**config.mk**
```make
export PLATFORM = sky130hd
export DESIGN_NAME = mem_port_arbiter_flat
export DESIGN_NICKNAME = d
export VERILOG_FILES = /design/src/rtl/mem_port_arbiter_if.sv /design/src/rtl/mem_port_arbiter.sv /design/src/flat_wrapper.sv
export SDC_FILE = /design/constraint.sdc
export NUM_CORES = 1
export LEC_CHECK = 0
export ABC_AREA = 1
export CORE_ASPECT_RATIO = 0.8
export CORE_MARGIN = 4
export CORE_UTILIZATION = 41
export CTS_CLUSTER_DIAMETER = 80
export DETAILED_ROUTE_END_ITERATION = 7
export HOLD_SLACK_MARGIN = 0.12
export PLACE_DENSITY = 0.78
export SLEW_MARGIN = 15
export SYNTH_ARGS = -nofsm -noshare
export SYNTH_HDL_FRONTEND = slang
export SYNTH_SLANG_ARGS = --single-unit
```
**constraint.sdc**
```tcl
create_clock -name clk -period 1.6 [get_ports clk]
set_input_delay 0.32 -clock clk [delete_from_list [all_inputs] [get_ports clk]]
set_output_delay 0.32 -clock clk [all_outputs]
set_load 0.05 [all_outputs]
```
**src/rtl/mem_port_arbiter_if.sv**
```systemverilog
// mem_port_arbiter_if: shared word-wide data-memory bus.
// req/gnt request phase, rvalid completes reads and writes.
interface mem_port_arbiter_if;
    logic        mem_req;
    logic        mem_gnt;
    logic        mem_we;
    logic [31:0] mem_addr;
    logic [3:0]  mem_be;
    logic [31:0] mem_wdata;
    logic        mem_rvalid;
    logic [31:0] mem_rdata;

    modport master (
        output mem_req, mem_we, mem_addr, mem_be, mem_wdata,
        input  mem_gnt, mem_rvalid, mem_rdata
    );

    modport slave (
        input  mem_req, mem_we, mem_addr, mem_be, mem_wdata,
        output mem_gnt, mem_rvalid, mem_rdata
    );
endinterface

```
**src/rtl/mem_port_arbiter.sv**
```systemverilog
// mem_port_arbiter: IF/LS sharing of the data-memory port,
// LS priority with IF starvation guard, RV32 lane steering.
module mem_port_arbiter #(
    parameter int STARVE_LIMIT = 4
) (
    input  logic        clk,
    input  logic        rst_n,
    input  logic        if_req_valid,
    output logic        if_req_ready,
    input  logic [31:0] if_addr,
    output logic        if_rsp_valid,
    output logic [31:0] if_rsp_data,
    output logic        if_rsp_err,
    input  logic        ls_req_valid,
    output logic        ls_req_ready,
    input  logic [31:0] ls_addr,
    input  logic        ls_we,
    input  logic [2:0]  ls_func3,
    input  logic [31:0] ls_wdata,
    output logic        ls_rsp_valid,
    output logic [31:0] ls_rsp_data,
    output logic        ls_rsp_err,
    mem_port_arbiter_if.master mem
);

    typedef enum logic [1:0] {IDLE, ISSUE, WAIT, RESP} state_t;

    state_t      state, state_nx;
    logic [3:0]  starve_cnt;
    logic [31:0] addr_q, wdata_q;
    logic        we_q, own_ls;
    logic [2:0]  f3_q;

    logic        ls_win, if_win, acc_ls, acc_if, acc;
    logic [31:0] addr_d;
    logic        we_d, ill_d, mis_d, bad_d;
    logic [2:0]  f3_d;
    logic [1:0]  off;
    logic        is_b, is_h, issue;
    logic [3:0]  be;
    logic [31:0] wd, lane, ld;

    always_comb begin
        ls_win = ls_req_valid &&
                 (!if_req_valid || starve_cnt != 4'(STARVE_LIMIT));
        if_win = if_req_valid && !ls_win;
        acc_ls = (state == IDLE) && ls_win;
        acc_if = (state == IDLE) && if_win;
        acc    = acc_ls || acc_if;
        ls_req_ready = acc_ls;
        if_req_ready = acc_if;
    end

    // IF is always a plain word load
    always_comb begin
        addr_d = acc_ls ? ls_addr : if_addr;
        we_d   = acc_ls && ls_we;
        f3_d   = acc_ls ? ls_func3 : 3'b010;
        ill_d  = (f3_d[1:0] == 2'b11) || (f3_d == 3'b110) ||
                 (f3_d[2] && we_d);
        mis_d  = (f3_d[1:0] == 2'b01 && addr_d[0]) ||
                 (f3_d[1:0] == 2'b10 && addr_d[1:0] != 2'b00);
        bad_d  = ill_d || mis_d;
    end

    always_comb begin
        off  = addr_q[1:0];
        is_b = f3_q[1:0] == 2'b00;
        is_h = f3_q[1:0] == 2'b01;
        be   = 4'b1111;
        wd   = wdata_q;
        unique case (1'b1)
            is_b: begin
                be = 4'b0001 << off;
                wd = {4{wdata_q[7:0]}};
            end
            is_h: begin
                be = 4'b0011 << off;
                wd = {2{wdata_q[15:0]}};
            end
            default: ;
        endcase
    end

    always_comb begin
        issue         = state == ISSUE;
        mem.mem_req   = issue;
        mem.mem_we    = issue && we_q;
        mem.mem_addr  = issue ? {addr_q[31:2], 2'b00} : '0;
        mem.mem_be    = issue ? be : '0;
        mem.mem_wdata = issue ? wd : '0;
    end

    always_comb begin
        lane = mem.mem_rdata >> {off, 3'b000};
        ld   = lane;
        unique case (f3_q)
            3'b000:  ld = {{24{lane[7]}}, lane[7:0]};
            3'b001:  ld = {{16{lane[15]}}, lane[15:0]};
            3'b100:  ld = {24'h0, lane[7:0]};
            3'b101:  ld = {16'h0, lane[15:0]};
            default: ld = lane;
        endcase
        if (we_q) ld = '0;
    end

    always_comb begin
        state_nx = state;
        unique case (state)
            IDLE:  if (acc) state_nx = bad_d ? RESP : ISSUE;
            ISSUE: if (mem.mem_gnt) state_nx = WAIT;
            WAIT:  if (mem.mem_rvalid) state_nx = RESP;
            RESP:  state_nx = IDLE;
            default: state_nx = IDLE;
        endcase
    end

    assign if_rsp_valid = (state == RESP) && !own_ls;
    assign ls_rsp_valid = (state == RESP) && own_ls;

    always_ff @(posedge clk) begin
        if (!rst_n) begin
            state       <= IDLE;
            starve_cnt  <= '0;
            addr_q      <= '0;
            wdata_q     <= '0;
            we_q        <= 1'b0;
            f3_q        <= '0;
            own_ls      <= 1'b0;
            if_rsp_data <= '0;
            if_rsp_err  <= 1'b0;
            ls_rsp_data <= '0;
            ls_rsp_err  <= 1'b0;
        end else begin
            state <= state_nx;
            if (acc) begin
                addr_q  <= addr_d;
                we_q    <= we_d;
                f3_q    <= f3_d;
                wdata_q <= acc_ls ? ls_wdata : '0;
                own_ls  <= acc_ls;
            end
            if (acc_if)
                starve_cnt <= '0;
            else if (acc_ls && if_req_valid &&
                     starve_cnt != 4'(STARVE_LIMIT))
                starve_cnt <= starve_cnt + 4'd1;
            // response fields update only when a pulse is due
            if (acc && bad_d) begin
                if (acc_ls) begin
                    ls_rsp_data <= '0;
                    ls_rsp_err  <= 1'b1;
                end else begin
                    if_rsp_data <= '0;
                    if_rsp_err  <= 1'b1;
                end
            end
            if (state == WAIT && mem.mem_rvalid) begin
                if (own_ls) begin
                    ls_rsp_data <= ld;
                    ls_rsp_err  <= 1'b0;
                end else begin
                    if_rsp_data <= ld;
                    if_rsp_err  <= 1'b0;
                end
            end
        end
    end

endmodule
```
**src/flat_wrapper.sv**
```systemverilog
// flat-port wrapper written by rule: the top's interface ports become plain ports
module mem_port_arbiter_flat 
#(
    parameter int STARVE_LIMIT = 4
)
  (clk, rst_n, if_req_valid, if_req_ready, if_addr, if_rsp_valid, if_rsp_data, if_rsp_err, ls_req_valid, ls_req_ready, ls_addr, ls_we, ls_func3, ls_wdata, ls_rsp_valid, ls_rsp_data, ls_rsp_err, mem_mem_req, mem_mem_we, mem_mem_addr, mem_mem_be, mem_mem_wdata, mem_mem_gnt, mem_mem_rvalid, mem_mem_rdata);
  mem_port_arbiter_if mem_i ();
  input  logic clk;
  input  logic rst_n;
  input  logic if_req_valid;
  output logic if_req_ready;
  input  logic [31:0] if_addr;
  output logic if_rsp_valid;
  output logic [31:0] if_rsp_data;
  output logic if_rsp_err;
  input  logic ls_req_valid;
  output logic ls_req_ready;
  input  logic [31:0] ls_addr;
  input  logic ls_we;
  input  logic [2:0] ls_func3;
  input  logic [31:0] ls_wdata;
  output logic ls_rsp_valid;
  output logic [31:0] ls_rsp_data;
  output logic ls_rsp_err;
  output wire logic [$bits(mem_i.mem_req)-1:0] mem_mem_req;
  output wire logic [$bits(mem_i.mem_we)-1:0] mem_mem_we;
  output wire logic [$bits(mem_i.mem_addr)-1:0] mem_mem_addr;
  output wire logic [$bits(mem_i.mem_be)-1:0] mem_mem_be;
  output wire logic [$bits(mem_i.mem_wdata)-1:0] mem_mem_wdata;
  input wire logic [$bits(mem_i.mem_gnt)-1:0] mem_mem_gnt;
  input wire logic [$bits(mem_i.mem_rvalid)-1:0] mem_mem_rvalid;
  input wire logic [$bits(mem_i.mem_rdata)-1:0] mem_mem_rdata;
  assign mem_mem_req = mem_i.mem_req;
  assign mem_mem_we = mem_i.mem_we;
  assign mem_mem_addr = mem_i.mem_addr;
  assign mem_mem_be = mem_i.mem_be;
  assign mem_mem_wdata = mem_i.mem_wdata;
  assign mem_i.mem_gnt = mem_mem_gnt;
  assign mem_i.mem_rvalid = mem_mem_rvalid;
  assign mem_i.mem_rdata = mem_mem_rdata;
  mem_port_arbiter #(.STARVE_LIMIT(STARVE_LIMIT)) u_core (.clk(clk), .rst_n(rst_n), .if_req_valid(if_req_valid), .if_req_ready(if_req_ready), .if_addr(if_addr), .if_rsp_valid(if_rsp_valid), .if_rsp_data(if_rsp_data), .if_rsp_err(if_rsp_err), .ls_req_valid(ls_req_valid), .ls_req_ready(ls_req_ready), .ls_addr(ls_addr), .ls_we(ls_we), .ls_func3(ls_func3), .ls_wdata(ls_wdata), .ls_rsp_valid(ls_rsp_valid), .ls_rsp_data(ls_rsp_data), .ls_rsp_err(ls_rsp_err), .mem(mem_i));
endmodule
```
Word level (Yosys, flattened, before mapping):

Cells that the tools add are included.

* register bits after elaboration: 141
* output and inout bits: 140
* RAM bits: 0
* bits of input ports: 138
* logic and storage cells: 92
* memories: 0
* latch bits: 0
* memory bits (read-only): 0

* magnitude comparators: 0
* mux-type cells: 31
* eq/ne operators: 15
* bitwise operators: 1
* add/sub/neg operators: 1
* multiply operators: 0
* div/mod/pow operators: 0
* reductions and logical operators: 30
* shift operators: 3

Operator list (count)
* $mux 32: 13
* $pmux 32 s4: 1
* $pmux 32 s2: 1
* $shr 32x5->32: 1
* $logic_and 1x1->1: 15
* $eq 3x3->1 const B: 3
* $eq 2x2->1 const B: 4
* $mux 1: 8
* $mux 2: 4
* $pmux 2 s4: 1
* $pmux 4 s2: 1
* $eq 2x1->1 const B: 3
* $logic_or 1x1->1: 6
* $add 4x1->4 const B: 1
* $logic_not 2->1: 2
* $mux 4: 1
* $ne 2x1->1 const B: 2
* $ne 4x3->1 const B: 1
* $shl 1x2->4 const A: 1
* $shl 2x2->4 const A: 1
* $eq 3x1->1 const B: 1
* $logic_not 1->1: 3
* $logic_not 3->1: 1
* $mux 3: 1
* 5 further kinds: 5

Logic depth before layout (Yosys ltp):

Gate-level depths: netlist of the first run.

* depth in word-level cells: 13
* mapped depth: 11
* gate-level depth less buffers: 10

Least setup slack after synthesis of the first run:

Ideal clock, no wire load.

* path kind: flip-flop to output port
* start: register u_core.state[1]
* end: output mem_mem_wdata[29]
* data required time: 1.280 ns
* arrival: 2.227 ns
* setup slack: -0.947 ns
* stages on the path, launching flop included: 7
* cell sequence: dfxtp_1 > inv_1 > ha_1 > clkbuf_1 > clkbuf_1 > o21ai_0 > nor2_1

* cells in the longest elaborated chain, start to end: 2

Ends and longest elaborated chain
* start: declaration: line mem_port_arbiter.sv:28 `state_t state, state_nx;`
* start signal: assignment: line mem_port_arbiter.sv:135 `state <= state_nx;`
* $eq 2x1->1: line mem_port_arbiter.sv:86 `issue = state == ISSUE;`
* via mem_mem_req: line flat_wrapper.sv:25 `output wire logic [$bits(mem_i.mem_req)-1:0] mem_mem_req;`
* $mux 32: line mem_port_arbiter.sv:91 `mem.mem_wdata = issue ? wd : '0;`
* end: declaration: line flat_wrapper.sv:29 `output wire logic [$bits(mem_i.mem_wdata)-1:0] mem_mem_wdata;`

The timed path passes the listed nets, and every way through them passes these cells.

Worst setup path after layout of the first run:

* start: register u_core.state[1]
* end: output mem_mem_wdata[24]

* cells in the longest elaborated chain, start to end: 2

Ends and longest elaborated chain (line)
* $eq 2x1->1: mem_port_arbiter.sv:86
* $mux 32: mem_port_arbiter.sv:91

No other way between the ends.

==> results of run 1 <==
## metal layers
metal	wire, um	GRT usage, %	vias up
li1	-	-	4427
met1	11800	32.6	4352
met2	15600	48.3	467
met3	2940	8.62	71
met4	863	7.59	2
met5	13	0	-
## per-stage QoR
step / hold WS (ns) / util [%]
2_1_floorplan: 0.439 / -
3_3_place_gp: 0.438 / 67.5
3_5_place_dp: 0.449 / 67.5
4_1_cts: 0.443 / 72.6
5_1_grt: 0.458 / 75.1
6_report: 0.446 / 75.1
## kinds of logic after synthesis
logic type / after synthesis
compound gates: 217
xor+xnor: 1
fa+ha+maj: 7
buf+inv: 260
flops: 141
mux: 7
other cells: 1
simple gates: 555
## flip-flops by register name (all words and copies together) (netlist names)
name	flops
u_core.addr_q	32
u_core.ls_rsp_err	1
u_core.starve_cnt	4
u_core.ls_rsp_data	32
u_core.if_rsp_data	32
u_core.state	2
u_core.if_rsp_err	1
u_core.we_q	1
u_core.f3_q	3
u_core.own_ls	1
u_core.wdata_q	32
## where the power goes
part	switching, mW	internal [mW]	leakage (nW)
Combinational	6.42	4.65	4.40
Sequential	0.514	4.10	1.15
Clock	1.72	2.17	0.277
## final cells by class
cell class,instances,share of cell area [%]
timing repair buffer,391,34.8
multi-input combinational,789,32.2
sequential,141,20.7
clock inverter,15,1.02
inverter,173,5.93
clock buffer,17,3.11
tap,253,2.31
## what timing repair did
action	in CTS	in global routing
resized for setup	65	69
setup endpoints to repair	211	212
gates cloned	3	4
setup buffers	9	10
hold buffers	0	0
pin swaps	7	19
## worst max path at each step
stage                     slack (ns)                         start                               end  cells after the start
after CTS                      -0.53   u_core.f3_q[1]$_SDFFE_PN0P_                 mem_mem_wdata[24]                      5
after global routing           -0.57  u_core.state[1]$_SDFFE_PN0P_                 mem_mem_wdata[24]                      7
final                          -0.49  u_core.state[1]$_SDFFE_PN0P_                 mem_mem_wdata[24]                      7
after floorplan                 -0.1   u_core.f3_q[1]$_SDFFE_PN0P_                 mem_mem_wdata[24]                      6
after global placement         -0.40                  if_req_valid  u_core.ls_rsp_data[8]$_SDFF_PN0_                     10
after detailed placement       -0.48                  if_req_valid      u_core.state[1]$_SDFFE_PN0P_                      9
## worst min-delay path, cell delays in order
cell and delay [ns]:
clkdlybuf4s50_1 0.39, nand2_1 0.06, a21oi_1 0.05
## synth_stat cells (all sizes together)
cell type,instances
xor2,1
nor3,3
mux2i,7
o2111ai,1
conb,1
dfxtp,141
nand2,380
and3,1
o21ai,41
nor2,77
nand4,36
inv,173
a31oi,7
o22ai,10
nand3,57
o21bai,1
or2,1
clkbuf,48
o211ai,34
buf,39
ha,7
a21oi,123
==> summary.md, run 1 <==
| Metric | Value |
|---|---|
| Fmax | 479 MHz |
| Ys Warns | 0 |
| Power Dens Cells | 1430 nW/um2 |
| Largest net degree at the start of global routing | 56 |
| Largest stage delay on the critical path | 0.34 ns |
| Reg2reg setup slack | -0.40 ns |
| CP Cell Sequence | inv_2 > buf_6 > ha_4 > buf_8 > o21ai_1 > nor2_4 > buf_12 |
| R2r endpoint | u_core.ls_rsp_data[15]$_SDFF_PN0_ |
| Diode count | 0 |
| Worst skew pair latency | 0.43 ns |
| RSZ-0062 raised after global routing | yes |
| CP max stage cell | dfxtp_2 |
| Post-synthesis adder-cell area fraction | 1.15% |
| Failing checks | negative setup slack |
| Post-route antenna net violation count | 0 |
| 1st-pass router iterations | 7 |
| Post-Route WL | 31.2 mm |
| Vias in the first global route | 9016 |
| Clock buffer count from CTS | 17 |
| Die area | 20800 um2 |
| Critical path's top delay family | buffers and inverters |
| Slew Viols, Final | 0 |
| Buf+Inv Stages, Crit Path | 4 |
| XOR/XNOR share of the synthesized area | 0.115% |
| Worst R2R Start | u_core.state[1]$_SDFFE_PN0P_ |
| First-pass GRT wire length | 46.1 mm |
| FF/Latch Area | 2830 um2 |
| Min-Delay Path Depth | 3 |
| Fin cells | 1779 |
| Main combinational cell family by area after synthesis | simple AND/OR/NAND/NOR gates |
| Port-buffer cells | 275 |
| Placed Area | 12300 um2 |
| CTS H-tree depth | 4 |
| Most common cell after layout, fill and taps aside | nand2_1 |
| Synth Area in Simple Gates | 30.7% |
| CTS Sinks | 141 |
| Crit Path Class | reg2out |
| Type of the tightest min-delay check | in2reg |
| Avg Cell Area, Syn | 6.41 um2 |
| Area of all placed cells without fillers | 13700 um2 |
| Crit path time final | 2.09 ns |
| Top post-synthesis cells by area | dfxtp_1, nand2_1, inv_1 |
| Core Rows | 44 |
| DR vias | 9319 |
| Avg Vias per Cell | 5.24 |
| # IOs | 278 |
| Post-synthesis compound-gate area fraction | 15.7% |
| #FFs+latches synth | 141 |
| Period utilisation layout | 130% |
| Final setup TNS | -58.32 ns |
| Synth area leader | dfxtp_1 |
| Mapped Area | 7620 um2 |
| Filler instances | 1226 |
| Starting density of the core | 41.8% |
| Share of layout cells above drive strength 1 | 30.0% |
| Pleak | 5.83 nW |
| Clk buf depth | 2 |
| Sequential cell area fraction in the yosys report | 37.0% |
| Area of the multi-input gates | 4400 um2 |
| Peak supply drop | 979 uV |
| GRT Total Usage | 27.4% |
| # DRC | 0 |
| Net count, final | 1658 |
| Critical hold path startpoint | ls_wdata[30] |
| WHS Endpoint | u_core.wdata_q[30]$_SDFFE_PN0P_ |
| Status | complete, but fails checks |
| Max-cap violations | 0 |
| Multiplexer area fraction after synthesis | 0.919% |
| Worst EP required | 1.28 ns |
| Initial antenna violation count | 1 |
| # setup viols final | 211 |
| Final Power | 19.6 mW |
| Area Overhead vs Synth | 79.5% |
| Die Y | 130 um |
| Core area | 18200 um2 |
| Critical Path AT | 1.77 ns |
| Setup crit end kind | primary output |
| CP Launch Type | flip-flop |
| Post-synth cell types | 34 |
| GR Overflow Total | 0 |
| Fin worst setup slack | -0.486 ns |
| Worst R2R Path Depth | 11 |
| Placer Congestion | 0.861 |
| Clock skew | 0.0101 ns |
| Worst-path clk slew | 0.07 ns |
| Critical Path Fanout Max | 6 |
| DP HPWL | 21.1 mm |
| Pre-CTS setup slack | -0.481 ns |
| Most frequent cells in the layout | nand2_1, clkdlybuf4s50_1, dfxtp_1 |
| Synthesized instance count | 1189 |
| Root Buffer | clkbuf_16 |
| Top-area cell type share of the netlist area | 37.0% |
| CTS tree | yes |
| Placed cell count | 1722 |
| First DRT Iteration DRCs | 805 |
| Die width | 160 um |
| Drt wl/cell | 17.6 um |
| Hold Fails Final Rpt | 0 |
No activity file was read; power rests on OpenSTA's default activity.
==> inputs of run 2 (changes only) <==
==> constraint.sdc (replaced) <==
create_clock -name clk -period 1.6 [get_ports clk]
set_input_delay 0.32 -clock clk [delete_from_list [all_inputs] [get_ports clk]]
set_output_delay 0.32 -clock clk [all_outputs]
set_load 0.02 [all_outputs]
==> summary.md, run 2 (synthesis gave the netlist of run 1 again) <==
| Metric | Value |
|---|---|
| First-pass GRT wire length | 43.2 mm (-6.3%) |
| Fmax | 492 MHz (+2.7%) |
| Clock buffer count from CTS | 17 (unchanged) |
| Initial antenna violation count | 0 (-1) |
| Peak supply drop | 816 uV (-17%) |
| CTS Sinks | 141 (unchanged) |
| Post-Route WL | 29.1 mm (-6.9%) |
| Area of the multi-input gates | 4200 um2 (-4.6%) |
| Worst-path clk slew | 0.06 ns (about the same) |
| GRT Total Usage | 25.7% (-1.7 points) |
| Critical Path AT | 2.37 ns (+0.60 ns) |
| Core area | 18200 um2 (unchanged) |
| Critical Path Fanout Max | 19 (+13) |
| Crit path time final | 2.03 ns (-0.0549 ns) |
| Hold Fails Final Rpt | 0 (unchanged) |
| Failing checks | negative setup slack |
| DP HPWL | 19.4 mm (-8.1%) |
| Hold slack final | 0.456 ns (+0.0108 ns) |
| # IOs | 278 (unchanged) |
| FF/Latch Area | 2830 um2 (unchanged) |
| Status | complete, but fails checks |
| Fin util | 70.4% (-4.6 points) |
| Drt wl/cell | 16.3 um (-7.1%) |
| Crit Path Class | reg2reg |
| # setup viols final | 278 (+32%) |
| Placer Congestion | 0.909 (+5.5%) |
| Port-buffer cells | 275 (unchanged) |
| Area Overhead vs Synth | 68.4% |
| Share of layout cells above drive strength 1 | 25.0% (-5.0 points) |
| Largest net degree at the start of global routing | 62 (+11%) |
| Most frequent cells in the layout | nand2_1, clkdlybuf4s50_1, dfxtp_1 |
| Worst EP required | 1.94 ns (+0.66 ns) |
| Setup crit end kind | flip-flop |
| Diode count | 0 (unchanged) |
| CTS Hold Buffers Added | 0 (unchanged) |
| DR vias | 9118 (-2.2%) |
| Placed Area | 11300 um2 (-8.6%) |
| RSZ-0062 raised after global routing | yes |
| Slew Viols, Final | 0 (unchanged) |
| CTS tree | yes |
| Period utilisation layout | 127% (-3.4 points) |
| CP Launch Type | flip-flop |
| Die width | 160 um (unchanged) |
| Core Rows | 44 (unchanged) |
| Starting density of the core | 41.8% (unchanged) |
| Root Buffer | clkbuf_16 |
| Worst skew pair latency | 0.42 ns (about the same) |
| 1st-pass router iterations | 6 (-1) |
| Filler instances | 1453 (+19%) |
| Type of the tightest min-delay check | in2reg |
| Power Dens Cells | 1400 nW/um2 (-2.0%) |
| # DRC | 0 (unchanged) |
| Avg Vias per Cell | 5.11 (-2.4%) |
| Pleak | 5.89 nW (+1.2%) |
| GR Overflow Total | 0 (unchanged) |
| Vias in the first global route | 8467 (-6.1%) |
| Pre-CTS setup slack | -0.518 ns (-0.0375 ns) |
| Clk buf depth | 2 (unchanged) |
| Area of all placed cells without fillers | 12800 um2 (-6.2%) |
| Clock skew | 0.00934 ns (-0.000774 ns) |
| CTS H-tree depth | 4 (unchanged) |
| Die Y | 130 um (unchanged) |
| First DRT Iteration DRCs | 691 (-14%) |
| Most common cell after layout, fill and taps aside | nand2_1 |
| Max-cap violations | 0 (unchanged) |
| Die area | 20800 um2 (unchanged) |
| Fin worst setup slack | -0.431 ns (+0.0549 ns) |
| Post-route antenna net violation count | 0 (unchanged) |
| Net count, final | 1663 (+0.30%) |
| Final setup TNS | -61.52 ns (-3.20 ns) |
==> run 2: changes by cell type in the layout (fill, tap and decap cells not counted), sizes merged <==
cell	previous run	this run
buf	250	188
bufbuf	1	0
bufinv	1	3
clkbuf	20	24
clkdlybuf4s50	137	203
clkinv	10	1
clkinvlp	42	5
inv	135	176
==> run 2: final timing paths <==
kind / startpoint / endpoint / slack, ns / cells after the start
worst min-delay path: ls_wdata[20] / u_core.wdata_q[20]$_SDFFE_PN0P_ / 0.46 / 3
worst min register to register: u_core.wdata_q[16]$_SDFFE_PN0P_ / u_core.wdata_q[16]$_SDFFE_PN0P_ / 0.46 / 2
worst max-delay path: u_core.state[1]$_SDFFE_PN0P_ / u_core.if_rsp_data[28]$_SDFF_PN0_ / -0.43 / 14
worst max register to register: u_core.state[1]$_SDFFE_PN0P_ / u_core.if_rsp_data[28]$_SDFF_PN0_ / -0.43 / 14
==> run 2: what timing repair did <==
item	in CTS	in global routing
resized for setup	511	68
cloned	4	6
pin swaps	35	26
setup endpoints to repair	278	278
buffers inserted	16	9
==> run 2: power breakdown <==
| part | leakage (nW) | internal (mW) | switching (mW) |
|---|---|---|---|
| sequential | 1.15 | 4.10 | 0.480 |
| combinational | 4.46 | 4.21 | 5.08 |
| clock | 0.283 | 2.50 | 1.61 |
| total | 5.89 | 10.8 | 7.17 |
==> run 2: metrics by stage <==
stage          instances  power (mW)
4_1_cts             1768        17.2
2_1_floorplan       1190        8.92
3_3_place_gp        1717        11.8
3_5_place_dp        1717        11.9
6_report            1783        18.0
5_1_grt             1783        19.0
==> run 2: critical path: stages (launching register included) <==
cell     delay, ns
dfxtp_2       0.34
inv_2         0.05
buf_4         0.13
buf_6         0.11
ha_4          0.18
nand3_4       0.09
buf_6         0.14
nand2_2       0.06
nand2_2       0.11
nand3_4       0.09
buf_4         0.17
nand3_4       0.08
buf_12        0.16
nand2_1       0.09
a21oi_1       0.15
==> run 2: layer usage <==
layer | track usage [%] | wire [um] | up-vias
met1 | 32.0 | 11800 | 4196
met3 | 6.98 | 2430 | 74
met2 | 43.3 | 13900 | 422
li1 | - | - | 4426
met5 | 0 | 0 | -
met4 | 9.26 | 958 | 0
==> run 2: layout make-up <==
type	instances	share of cell area (%)
tap	253	2.47
multi-input combinational	789	32.7
timing repair buffer	396	32.9
inverter	173	5.19
sequential	141	22.1
clock buffer	19	3.45
clock inverter	12	1.25
==> inputs of run 3 (changes only) <==
--- a/config.mk
+++ b/config.mk
@@ -5,14 +5,13 @@
 export SDC_FILE = /design/constraint.sdc
 export NUM_CORES = 1
 export LEC_CHECK = 0
-export ABC_AREA = 1
 export CORE_ASPECT_RATIO = 0.8
 export CORE_MARGIN = 4
-export CORE_UTILIZATION = 41
+export CORE_UTILIZATION = 39
 export CTS_CLUSTER_DIAMETER = 80
 export DETAILED_ROUTE_END_ITERATION = 7
 export HOLD_SLACK_MARGIN = 0.12
-export PLACE_DENSITY = 0.78
+export PLACE_DENSITY = 0.77
 export SLEW_MARGIN = 15
 export SYNTH_ARGS = -nofsm -noshare
 export SYNTH_HDL_FRONTEND = slang
==> summary.md, run 3 <==
| Metric | Value |
|---|---|
| Die width | 156 um (-3.1%) |
| Fmax | 471 MHz (-4.4%) |
| Starting density of the core | 40.4% (-1.4 points) |
| CTS tree | yes |
| First-pass GRT wire length | 42.3 mm (-2.1%) |
| RSZ-0062 raised after global routing | yes |
| Placer Congestion | 0.918 (+0.95%) |
| Placed Area | 10700 um2 (-4.6%) |
| Worst skew pair latency | 0.44 ns (+0.02 ns) |
| Ys async rst share | 0% (unchanged) |
| Die Y | 126 um (-3.0%) |
| WHS Endpoint | u_core.if_rsp_data[0]$_SDFF_PN0_ |
| Synth cell count leaders | dfxtp_1, nand2_1, a22o_1 |
| Sequential cell area fraction in the yosys report | 41.6% (+4.5 points) |
| Fin cells | 1363 (-24%) |
| XOR/XNOR share of the synthesized area | 0.516% (+0.40 points) |
| CTS Hold Buffers Added | 0 (unchanged) |
| Failing checks | negative setup slack |
| Top-area cell type share of the netlist area | 41.6% (+4.5 points) |
| Setup crit end kind | primary output |
| Placed cell count | 1260 (-27%) |
| Reg2reg setup slack | -0.46 ns (-0.03 ns) |
| Area of the multi-input gates | 4440 um2 (+5.9%) |
| Largest net degree at the start of global routing | 61 (-1.6%) |
| # DRC | 0 (unchanged) |
| Peak supply drop | 939 uV (+15%) |
| CP Launch Type | flip-flop |
| Vias in the first global route | 7635 (-9.8%) |
| Multiplexer area fraction after synthesis | 13.0% (+12 points) |
| First DRT Iteration DRCs | 567 (-18%) |
| Worst R2R Path Depth | 12 (-2) |
| Drt wl/cell | 23.2 um (+42%) |
| CTS Sinks | 141 (unchanged) |
| 1st-pass router iterations | 5 (-1) |
| Net count, final | 1275 (-23%) |
| Max-cap violations | 0 (unchanged) |
| Fin worst setup slack | -0.525 ns (-0.0944 ns) |
| Worst-margin pin slew | 0.505 ns |
| Avg Cell Area, Syn | 9.51 um2 (+48%) |
| Hold Fails Final Rpt | 0 (unchanged) |
| Clock skew | 0.00916 ns (-0.000185 ns) |
| Critical Path AT | 1.81 ns (-0.56 ns) |
| Post-synthesis compound-gate area fraction | 24.5% (+8.8 points) |
| # IOs | 278 (unchanged) |
| Period utilisation layout | 133% (+5.9 points) |
| Min-Delay Path Depth | 1 (-2) |
| CP max stage cell | dfxtp_2 |
| Initial antenna violation count | 0 (unchanged) |
| FF/Latch Area | 2840 um2 (+0.40%) |
| Diode count | 0 (unchanged) |
| CP Cell Sequence | inv_2 > ha_4 > and3b_2 > buf_6 > o211a_4 > buf_12 > buf_8 |
| #FFs+latches synth | 141 (unchanged) |
| Main combinational cell family by area after synthesis | compound AO/OA/AOI/OAI gates |
| Worst EP required | 1.28 ns (-0.66 ns) |
| Mapped Area | 6790 um2 (-11%) |
| Share of layout cells above drive strength 1 | 41.6% (+17 points) |
| Largest stage delay on the critical path | 0.34 ns (about the same) |
| Most common cell after layout, fill and taps aside | clkdlybuf4s50_1 |
| Post-synthesis adder-cell area fraction | 1.29% (+0.14 points) |
| Crit Path Class | reg2out |
| Top-count cell post-synth | dfxtp_1 |
| GRT Total Usage | 27.5% (+1.8 points) |
| Slew margin rel. | 66.3% |
| DR vias | 7779 (-15%) |
| # setup viols final | 213 (-23%) |
| Main synth FF type | dfxtp_1 |
| Worst-path clk slew | 0.07 ns (about the same) |
| Worst R2R Start | u_core.starve_cnt[0]$_SDFFE_PP0P_ |
| Core area | 16800 um2 (-7.7%) |
| Power Dens Cells | 1420 nW/um2 (+1.0%) |
| Area Overhead vs Synth | 93.5% |
| Crit path time final | 2.13 ns (+0.0944 ns) |
| Clk buf depth | 2 (unchanged) |
| Clock buffer count from CTS | 17 (unchanged) |
| Filler instances | 1021 (-30%) |
| Die area | 19600 um2 (-6.0%) |
| Slew Viols, Final | 0 (unchanged) |
| Critical Path Fanout Max | 2 (-17) |
| Synth area leader | dfxtp_1 |
| Ys Warns | 0 (unchanged) |
| Port-buffer cells | 275 (unchanged) |
| Pleak | 5.58 nW (-5.3%) |
| Area of all placed cells without fillers | 13100 um2 (+2.4%) |
| Pre-CTS setup slack | -0.580 ns (-0.0621 ns) |
| Avg Vias per Cell | 5.71 (+12%) |
| Core Rows | 42 (-4.5%) |
| Top post-synthesis cells by area | dfxtp_1, mux2i_1, a22o_1 |
| Post-Route WL | 31.7 mm (+8.9%) |
| Post-synth cell types | 54 (+59%) |
| R2r endpoint | u_core.wdata_q[5]$_SDFFE_PN0P_ |
| Most frequent cells in the layout | clkdlybuf4s50_1, dfxtp_1, buf_4 |
| DP HPWL | 18.0 mm (-7.3%) |
| Post-route antenna net violation count | 0 (unchanged) |
| Critical hold path startpoint | u_core.if_rsp_data[0]$_SDFF_PN0_ |
| GR Overflow Total | 0 (unchanged) |
| CTS H-tree depth | 4 (unchanged) |
| Synthesized instance count | 714 (-40%) |
| Post-synth EDFFs | 0 (unchanged) |
| Type of the tightest min-delay check | reg2reg |
| Root Buffer | clkbuf_16 |
| Hold slack final | 0.465 ns (+0.00821 ns) |
| Synth Area in Simple Gates | 14.0% (-17 points) |
| Status | complete, but fails checks |
| Final Power | 18.6 mW (+3.4%) |
[run 3: changes by cell type after synthesis, moves of 15 or more]
cell	change
a21oi_1	-69
a221o_1	+15
a22o_1	+63
and2_1	+40
inv_1	-158
mux2i_1	+51
nand2_1	-312
nand2b_1	+17
nand3_1	-48
nand4_1	-35
nor2_1	-49
o211ai_1	-34
[run 3: worst max-delay path by stage]
stage | startpoint | end | cells after the start
finish | u_core.starve_cnt[0]$_SDFFE_PP0P_ | if_req_ready | 7
global route | u_core.starve_cnt[0]$_SDFFE_PP0P_ | if_req_ready | 7
CTS | u_core.starve_cnt[0]$_SDFFE_PP0P_ | if_req_ready | 7
detailed placement | mem_mem_rdata[23] | u_core.if_rsp_data[28]$_SDFF_PN0_ | 5
global placement | mem_mem_rdata[23] | u_core.if_rsp_data[25]$_SDFF_PN0_ | 5
floorplan | u_core.addr_q[1]$_SDFFE_PN0P_ | u_core.if_rsp_data[20]$_SDFF_PN0_ | 6
[run 3: layout make-up]
cell class | count | area share (%)
well taps | 220 | 2.09
clock buffers | 19 | 3.29
clock inverters | 13 | 1.00
multi-input cells | 502 | 33.8
inverters | 10 | 0.305
repair buffers | 458 | 37.9
flip-flops and latches | 141 | 21.6
[run 3: timing repair]
action	CTS	global route
endpoints found under the setup margin	276	214
cloned	15	9
resized for setup	592	171
pin swaps	28	76
setup buffers	36	25
[run 3: power breakdown]
group,internal [mW],switching [mW]
clock network,2.17,1.72
registers,4.13,0.555
logic,5.32,4.71
[run 3: logic make-up (layout without fill, tap and decap cells)]
family | Yosys count | after routing
flops | 141 | 141
other cells | 1 | 2
fa+ha+maj | 7 | 7
simple gates | 183 | 183
compound gates | 231 | 231
xor+xnor | 4 | 4
mux | 75 | 75
buf+inv | 72 | 500
[run 3: metrics by stage]
step                TNS [ns]  util [%]
finish                -68.76      78.1
global route          -78.62      78.1
CTS                   -62.00      73.3
detailed placement    -68.31      63.8
global placement      -65.38      63.8
floorplan              -2.09         -
[run 3: metal layers]
metal	vias to the layer above	track usage [%]	share of wire, %	wire length, um
met4	0	8.96	3.0	951
met1	3814	33.2	39	12200
li1	3435	-	-	-
met5	-	0	0	0
met2	456	46.5	49	15500
met3	74	9.02	9.5	3020
[run 3: critical path: cells and delay by family (launching register included)]
family	cells	cell delay (ns)
simple gates	1	0.20
flops	1	0.34
compound gates	1	0.25
fa+ha+maj	1	0.15
buf+inv	4	0.43
